[config.mk]
export PLATFORM = sky130hd
export DESIGN_NAME = mem_access_stage
export DESIGN_NICKNAME = d
export VERILOG_FILES = /design/src/rtl/mips_pkg.sv /design/src/rtl/mem_wb_reg.sv /design/src/rtl/mem_access_stage.sv
export SDC_FILE = /design/constraint.sdc
export NUM_CORES = 1
export LEC_CHECK = 0
export ABC_AREA = 1
export BUFFER_PORTS_ARGS = -buffer_cell sky130_fd_sc_hd__buf_2
export CAP_MARGIN = 10
export CORE_ASPECT_RATIO = 2
export CORE_MARGIN = 2
export CORE_UTILIZATION = 53
export DETAILED_ROUTE_END_ITERATION = 10
export PLACE_DENSITY_LB_ADDON = 0.3
export SLEW_MARGIN = 20
export SYNTH_ARGS = -nofsm -noshare
export SYNTH_HDL_FRONTEND = slang
export SYNTH_SLANG_ARGS = --single-unit
[constraint.sdc]
create_clock -name clk -period 2.4 [get_ports clk]
set_input_delay 0.48 -clock clk [delete_from_list [all_inputs] [get_ports clk]]
set_output_delay 0.48 -clock clk [all_outputs]
set_load 0.005 [all_outputs]
[src/rtl/mips_pkg.sv]
// Shared MIPS pipeline definitions: FSM encoding and register/word widths.
// Latency: n/a (declarations only).
// Backpressure: n/a.
package mips_pkg;

  localparam int REG_ADDR_W = 5;
  localparam int WORD_W     = 32;

  // MEM-stage access FSM encoding
  localparam logic [0:0] ST_IDLE = 1'b0;
  localparam logic [0:0] ST_WAIT = 1'b1;

  typedef logic [REG_ADDR_W-1:0] reg_addr_t;

endpackage

[src/rtl/mem_wb_reg.sv]
// ME/WB boundary register: captures the write-back payload and marks it valid.
// Latency: 1 cycle from load to wb_* outputs.
// Backpressure: none; WB always accepts, payload holds while no new load arrives.
module mem_wb_reg
  import mips_pkg::*;
#(
  parameter int DATA_W = 32
) (
  input  logic              clk,
  input  logic              rst,
  input  logic              load,
  input  logic [DATA_W-1:0] data,
  input  reg_addr_t         dest,
  input  logic              regwr,
  output logic              wb_valid,
  output logic [DATA_W-1:0] wb_data,
  output reg_addr_t         wb_dest,
  output logic              wb_regwr
);

  // Valid follows load every cycle; payload only moves when a new result lands
  always_ff @(posedge clk) begin
    if (!rst) begin
      wb_valid <= 1'b0;
      wb_data  <= '0;
      wb_dest  <= '0;
      wb_regwr <= 1'b0;
    end else begin
      wb_valid <= load;
      if (load) begin
        wb_data  <= data;
        wb_dest  <= dest;
        wb_regwr <= regwr;
      end
    end
  end

endmodule

[src/rtl/mem_access_stage.sv]
// MIPS MEM stage: word loads/stores over a req/ack dmem handshake, ME/WB payload out.
// Latency: ALU ops 1 edge; memory ops 2 edges minimum (ack on first req cycle).
// Backpressure: stall held while an access is open; optional DMEM_TIMEOUT_EN bounds the wait.
module mem_access_stage
  import mips_pkg::*;
#(
  parameter int DATA_W  = 32,
  parameter int TIMEOUT = 16
) (
  input  logic              clk,
  input  logic              rst,
  input  logic              in_valid,
  input  logic [DATA_W-1:0] regin1,
  input  logic [DATA_W-1:0] regin2,
  input  reg_addr_t         regin3,
  input  logic              mem2regin,
  input  logic              memwrin,
  input  logic              regwrin,
  output logic              stall,
  output logic              dmem_req,
  output logic              dmem_we,
  output logic [DATA_W-1:0] dmem_addr,
  output logic [DATA_W-1:0] dmem_wdata,
  input  logic              dmem_ack,
  input  logic [DATA_W-1:0] dmem_rdata,
  output logic              wb_valid,
  output logic [DATA_W-1:0] wb_data,
  output reg_addr_t         wb_dest,
  output logic              wb_regwr,
  output logic              mem_err
);

  logic [0:0]        state;
  logic              mem_op;
  logic              start;
  logic              ack_hit;
  logic              tmo_hit;
  logic [DATA_W-1:0] lat_alu;
  reg_addr_t         lat_dest;
  logic              lat_mem2reg;
  logic              lat_regwr;
  logic              wb_load;
  logic [DATA_W-1:0] wb_data_nxt;
  reg_addr_t         wb_dest_nxt;
  logic              wb_regwr_nxt;

  assign mem_op  = mem2regin | memwrin;
  assign start   = (state == ST_IDLE) && in_valid && mem_op;
  assign ack_hit = (state == ST_WAIT) && dmem_ack;

`ifdef DMEM_TIMEOUT_EN
  logic [4:0] wait_cnt;

  // Ack in the timeout cycle takes priority, so timeout only fires without ack
  assign tmo_hit = (state == ST_WAIT) && !dmem_ack && (wait_cnt == 5'(TIMEOUT - 1));

  // Count WAIT cycles without ack; restart on every new access
  always_ff @(posedge clk) begin
    if (!rst) begin
      wait_cnt <= '0;
    end else if (start) begin
      wait_cnt <= '0;
    end else if ((state == ST_WAIT) && !dmem_ack) begin
      wait_cnt <= wait_cnt + 5'd1;
    end
  end

  // One-cycle error pulse on the edge that abandons the access
  always_ff @(posedge clk) begin
    if (!rst) begin
      mem_err <= 1'b0;
    end else begin
      mem_err <= tmo_hit;
    end
  end
`else
  assign tmo_hit = 1'b0;
  assign mem_err = 1'b0;
`endif

  // Stall on the presentation cycle and through WAIT, releasing on the closing cycle
  assign stall = start || ((state == ST_WAIT) && !dmem_ack && !tmo_hit);

  // FSM plus dmem request signals; request fields stay frozen until completion
  always_ff @(posedge clk) begin
    if (!rst) begin
      state      <= ST_IDLE;
      dmem_req   <= 1'b0;
      dmem_we    <= 1'b0;
      dmem_addr  <= '0;
      dmem_wdata <= '0;
    end else begin
      case (state)
        ST_IDLE: begin
          if (start) begin
            state      <= ST_WAIT;
            dmem_req   <= 1'b1;
            dmem_we    <= memwrin;
            dmem_addr  <= {regin1[DATA_W-1:2], 2'b00};
            dmem_wdata <= regin2;
          end
        end
        default: begin
          if (ack_hit || tmo_hit) begin
            state    <= ST_IDLE;
            dmem_req <= 1'b0;
          end
        end
      endcase
    end
  end

  // Remember the write-back context of the open access while upstream is frozen
  always_ff @(posedge clk) begin
    if (!rst) begin
      lat_alu     <= '0;
      lat_dest    <= '0;
      lat_mem2reg <= 1'b0;
      lat_regwr   <= 1'b0;
    end else if (start) begin
      lat_alu     <= regin1;
      lat_dest    <= regin3;
      lat_mem2reg <= mem2regin;
      lat_regwr   <= regwrin;
    end
  end

  // Select the write-back payload: direct ALU path, completed access, or abandoned access
  always_comb begin
    wb_load      = 1'b0;
    wb_data_nxt  = regin1;
    wb_dest_nxt  = regin3;
    wb_regwr_nxt = regwrin;
    if (state == ST_IDLE) begin
      wb_load = in_valid && !mem_op;
    end else if (ack_hit) begin
      wb_load      = 1'b1;
      wb_data_nxt  = lat_mem2reg ? dmem_rdata : lat_alu;
      wb_dest_nxt  = lat_dest;
      wb_regwr_nxt = lat_regwr && !dmem_we;
    end else if (tmo_hit) begin
      wb_load      = 1'b1;
      wb_data_nxt  = lat_alu;
      wb_dest_nxt  = lat_dest;
      wb_regwr_nxt = 1'b0;
    end
  end

  mem_wb_reg #(
    .DATA_W(DATA_W)
  ) u_mem_wb_reg (
    .clk      (clk),
    .rst      (rst),
    .load     (wb_load),
    .data     (wb_data_nxt),
    .dest     (wb_dest_nxt),
    .regwr    (wb_regwr_nxt),
    .wb_valid (wb_valid),
    .wb_data  (wb_data),
    .wb_dest  (wb_dest),
    .wb_regwr (wb_regwr)
  );

endmodule

# --- Word-level counts from Yosys, hierarchy flattened ---
# Cells that the tools add are included.
# Widths: inputs -> output; s select.
totals:
  elab_cells: 44
  regBits: 143
op_classes:
  eq_ne: 1
  muxes: 15
  n_bitwise: 2
  n_reduce_logical: 13
op_table:
  columns: ["operator", "n"]
  rows:
  - ["$mux 32", 3]
  - ["$mux 1", 10]
  - ["$mux 5", 2]
  - ["$logic_and 1x1->1", 6]
  - ["$reduce_and 2->1", 2]
  - ["$logic_not 1->1", 3]
  - ["$ne 2x1->1 const B", 1]
  - ["$reduce_bool 2->1", 1]
  - ["$logic_or 1x1->1", 1]
  - ["$not 1->1", 1]
  - ["$or 1x1->1", 1]

# --- Longest topological paths before layout ---
depth:
  depth_word: 5
  mapped_depth: 8
  mapped_depth_nobuf: 8

# --- By module ---
# A second synthesis with hierarchy kept.
hier_totals:
  cells_unflattened: 912
  area_unflattened_um2: 6075.8
modules_own_cells:
  columns: ["module", "seq_area_each_um2", "cells_each", "area_each_um2", "n_inst"]
  rows:
  - ["mem_access_stage", 2082.0, 668, 4478.0, 1]
  - ["mem_wb_reg", 780.7, 244, 1597.8, 1]

# --- Worst setup path after synthesis ---
# OpenSTA, ideal clock, no wires.
synth_timing:
  path_kind: "input to output"
  startpoint: "input port in_valid"
  endpoint: "output port stall"
  slack_ns: 0.801
  path_buffers: 2
  arrival_time_ns: 1.119
  path_stages: 6
  cell_sequence: "inv_1 > nor2_4 > nand2_2 > buf_6 > buf_2 > nand2_1"
synth_via:
  elab_chain_cells: 3
synth_rtl:
  columns: ["item", "line", "source"]
  rows:
  - ["start, declared", "mem_access_stage.sv:12", "input logic in_valid,"]
  - ["$logic_and 1x1->1 (2 in a row)", "mem_access_stage.sv:48", "assign start = (state == ST_IDLE) && in_valid && mem_op;"]
  - ["$logic_or 1x1->1", "mem_access_stage.sv:82", "assign stall = start || ((state == ST_WAIT) && !dmem_ack && !tmo_hit);"]
  - ["end, declared", "mem_access_stage.sv:19", "output logic stall,"]
# Every way passes these cells.

# --- Final worst setup path ---
layout_timing:
  startpoint: "register state"
  endpoint: "output port stall"
layout_via:
  elab_chain_cells: 4
layout_rtl:
  columns: ["item", "line", "source"]
  rows:
  - ["start, declared", "mem_access_stage.sv:33", "logic [0:0] state;"]
  - ["start signal, assigned", "mem_access_stage.sv:87", "state <= ST_IDLE;"]
  - ["start signal, assigned", "mem_access_stage.sv:96", "state <= ST_WAIT;"]
  - ["start signal, assigned", "mem_access_stage.sv:105", "state <= ST_IDLE;"]
  - ["$not 1->1", null, null]
  - ["$logic_and 1x1->1 (2 in a row)", "mem_access_stage.sv:48", null]
  - ["$logic_or 1x1->1 (*)", "mem_access_stage.sv:82", null]
# Every way passes the cells marked *; elsewhere a longest branch is shown, timed or not.

==> impl_metrics.toml <==
[outcome]
status = "completed"

[yosys]
synth.most_common_cell = "nand2_1"
yosysSeqAreaShare_pct = 49.0
post_synth_inst_count = 766
synth_edf_count = 0
synth_ff_type = "dfxtp_1"
synth.distinct_cells = 25
synth_common_cells = "nand2_1, dfxtp_1, nor2_1"
yosysWarnings = 0
synth_top_cell_by_area = "dfxtp_1"
synthArstFlopShare_pct = 0
synth_area_um2 = 5840
yosys-top-cells-area = "dfxtp_1, nand2_1, nor2_1, a21oi_1, o21ai_0"
ys_seq_elements = 143
yosysTopAreaCellShare_pct = 49.0
avgSynthCellArea_um2 = 7.62

[clock_tree]
clk_pin_slew_ns = 0.06
clk_latency_ns = 0.41
cts-buffers-inserted = 17
cts_tree = "done"
cts_resized = 0
cts_root_buf = "clkbuf_16"
postCtsHoldBufs = 0
htreeDepth = 4
post_cts_buffers = 0
clockBufferDepth = 2
clkSinkCount = 143

[timing]
worst_pin_slew_ns = 0.534
setup_viol = 0
fin_hold_ws_ns = 0.305
fin_skew_ns = 0.00940
fin_crit_ns = 2.11
hold_viol_final = 0
timing.final.max_slew_violations = 0
timing.fmax_mhz = 474
fin_tns_setup_ns = 0
period_share_pct = 88.0
slew_headroom_pct = 64.3
rsz0062_at_grt = "false"

[layout]
fin_util_pct = 69.2
drive_gt1_share_pct = 31.5
layout.nets = 1067
n_antenna_cell = 0
design_area_um2 = 7480
syn_to_final_growth_pct = 28.1

[placement]
hpwlAfterDp_mm = 11.1
post_dp_cell_area_um2 = 6830
gp_congestion = 0.862
portBuffers = 211

[critical_path]
crit_family = "buffers and inverters"
crit_buf_inv = 2
path_common_cell = "nand2_1"
crit_arrival_ns = 1.63
crit_chain = "nand2_4, buf_4, nand2_1, nand2_1, buf_2"
path_class = "reg -> out"
cpMaxStageDelayCell = "buf_4"
cp.required_ns = 1.92
path_max_fanout = 39
cp-end-kind = "output port"
critPathLaunchType = "register"
critPathMaxStageDelay_ns = 0.40

[drt]
routed_via_density = 5.07
antenna_left = 0
wl_met3_mm = 1.02
drc = 0
wl_per_cell_um = 14.6
vias = 5631
routedLengthMet1_mm = 5.90
drt-pass1-iter-count = 4
route.met2.wl_mm = 8.65
top_layer_used = "met4"
routed_wirelength_mm = 16.2
first_iter_violations = 332

[die]
die-area_um2 = 11900
die_w_um = 78.2
rows = 54
fp.coreArea_um2 = 10800
fp.dieH_um = 152
initial_core_util_pct = 54.0
io_pins = 215

[power_and_ir_drop]
power_frac_clock_pct = 45.7
pwr-share-seq_pct = 41.8
swShare_pct = 24.5
ir_drop_mv = 0.601
pwr-share-comb_pct = 12.5
power_density_nw_per_um2 = 843
p_leak_nw = 3.57
p_switching_mw = 1.54
p_int_mw = 4.76

[global_route]
overflow = 0
grt_max_degree = 66
grt_pass1_wl_mm = 26.2
grt_pass1_vias = 5518
antenna_found_initial = 0
grt_usage_pct = 27.5

[hold_path]
hold_class = "in -> reg"

[flow_run]
cap_violations = 0
state kept, by name, indices dropped and copies added, names as in the netlist:
signal and cells:
u_mem_wb_reg.wb_data 32, lat_regwr 1, dmem_wdata 32, u_mem_wb_reg.wb_valid 1, lat_dest 5, lat_alu 32, dmem_addr 30, lat_mem2reg 1
dmem_we 1, u_mem_wb_reg.wb_regwr 1, state 1, u_mem_wb_reg.wb_dest 5, dmem_req 1
cell families after synthesis:
group           Yosys count  share of synthesized area [%]
other cells               1                         0.0642
simple gates            367                           26.1
flops                   143                           49.0
buf+inv                  85                           8.49
compound gates          170                           16.3
cells in the final DEF, fill, tap and decap left out, types with 3 or more instances in the layout:
cell         n
buf_4       11
clkinv_2     3
o21ai_0     56
a21oi_1     66
dfxtp_1    143
bufinv_16    5
nand2_2     10
o21ai_2     10
nand3_1     34
conb_1       3
inv_1       28
clkbuf_16   17
a21oi_2     17
inv_2        3
nand2_4      4
nor2_1      92
o21ai_1     21
nand2_1    219
or2_2        5
buf_2      211
power groups by stage:
stage          clock (mW)  combinational, mW  sequential (mW)
5_1_grt              3.00              0.891             2.65
3_5_place_dp            0              0.789             2.68
4_1_cts              2.90              0.796             2.63
2_1_floorplan           0              0.479             2.68
6_report             2.88              0.789             2.64
3_3_place_gp            0              0.778             2.68
layout make-up:
class                      count  area, µm²
clock buffer                  21        460
clock inverter                10        185
fill                         976       3330
inverter                      33        125
multi-input combinational    540       2490
sequential                   143       2860
tap                          140        175
timing repair buffer         224       1180
metal layers:
layer | GRT usage (%) | vias to the layer above
met4 | 14.1 | 0
met5 | 0 | -
li1 | - | 2832
met3 | 6.69 | 48
met2 | 49.5 | 212
met1 | 28.8 | 2539
worst register-to-register path, cell delays in order (launching register included):
cell	delay, ns
dfxtp_1	0.39
nand2_4	0.10
buf_4	0.40
nand2_8	0.20
nand2_4	0.28
inv_2	0.17
nand2_1	0.10
nand2_1	0.05
final timing paths:
check                            from                                    to  slack [ns]  cells after the start
min reg2reg  lat_dest[1]$_SDFFE_PN0P_              lat_dest[1]$_SDFFE_PN0P_        0.45                      2
max reg2reg          state$_SDFF_PN0_  u_mem_wb_reg.wb_dest[0]$_SDFFE_PN0P_        0.61                      7
min                         regin2[0]            dmem_wdata[0]$_SDFFE_PN0P_        0.30                      3
max                  state$_SDFF_PN0_                                 stall        0.29                      5
metrics by stage:
step	instances	setup WS [ns]	power [mW]
detailed placement	1080	0.440	3.47
global route	1111	0.191	6.54
finish	1111	0.288	6.31
CTS	1111	0.287	6.33
floorplan	768	0.801	3.16
global placement	1080	0.453	3.46
No activity file was read; power rests on OpenSTA's default activity.
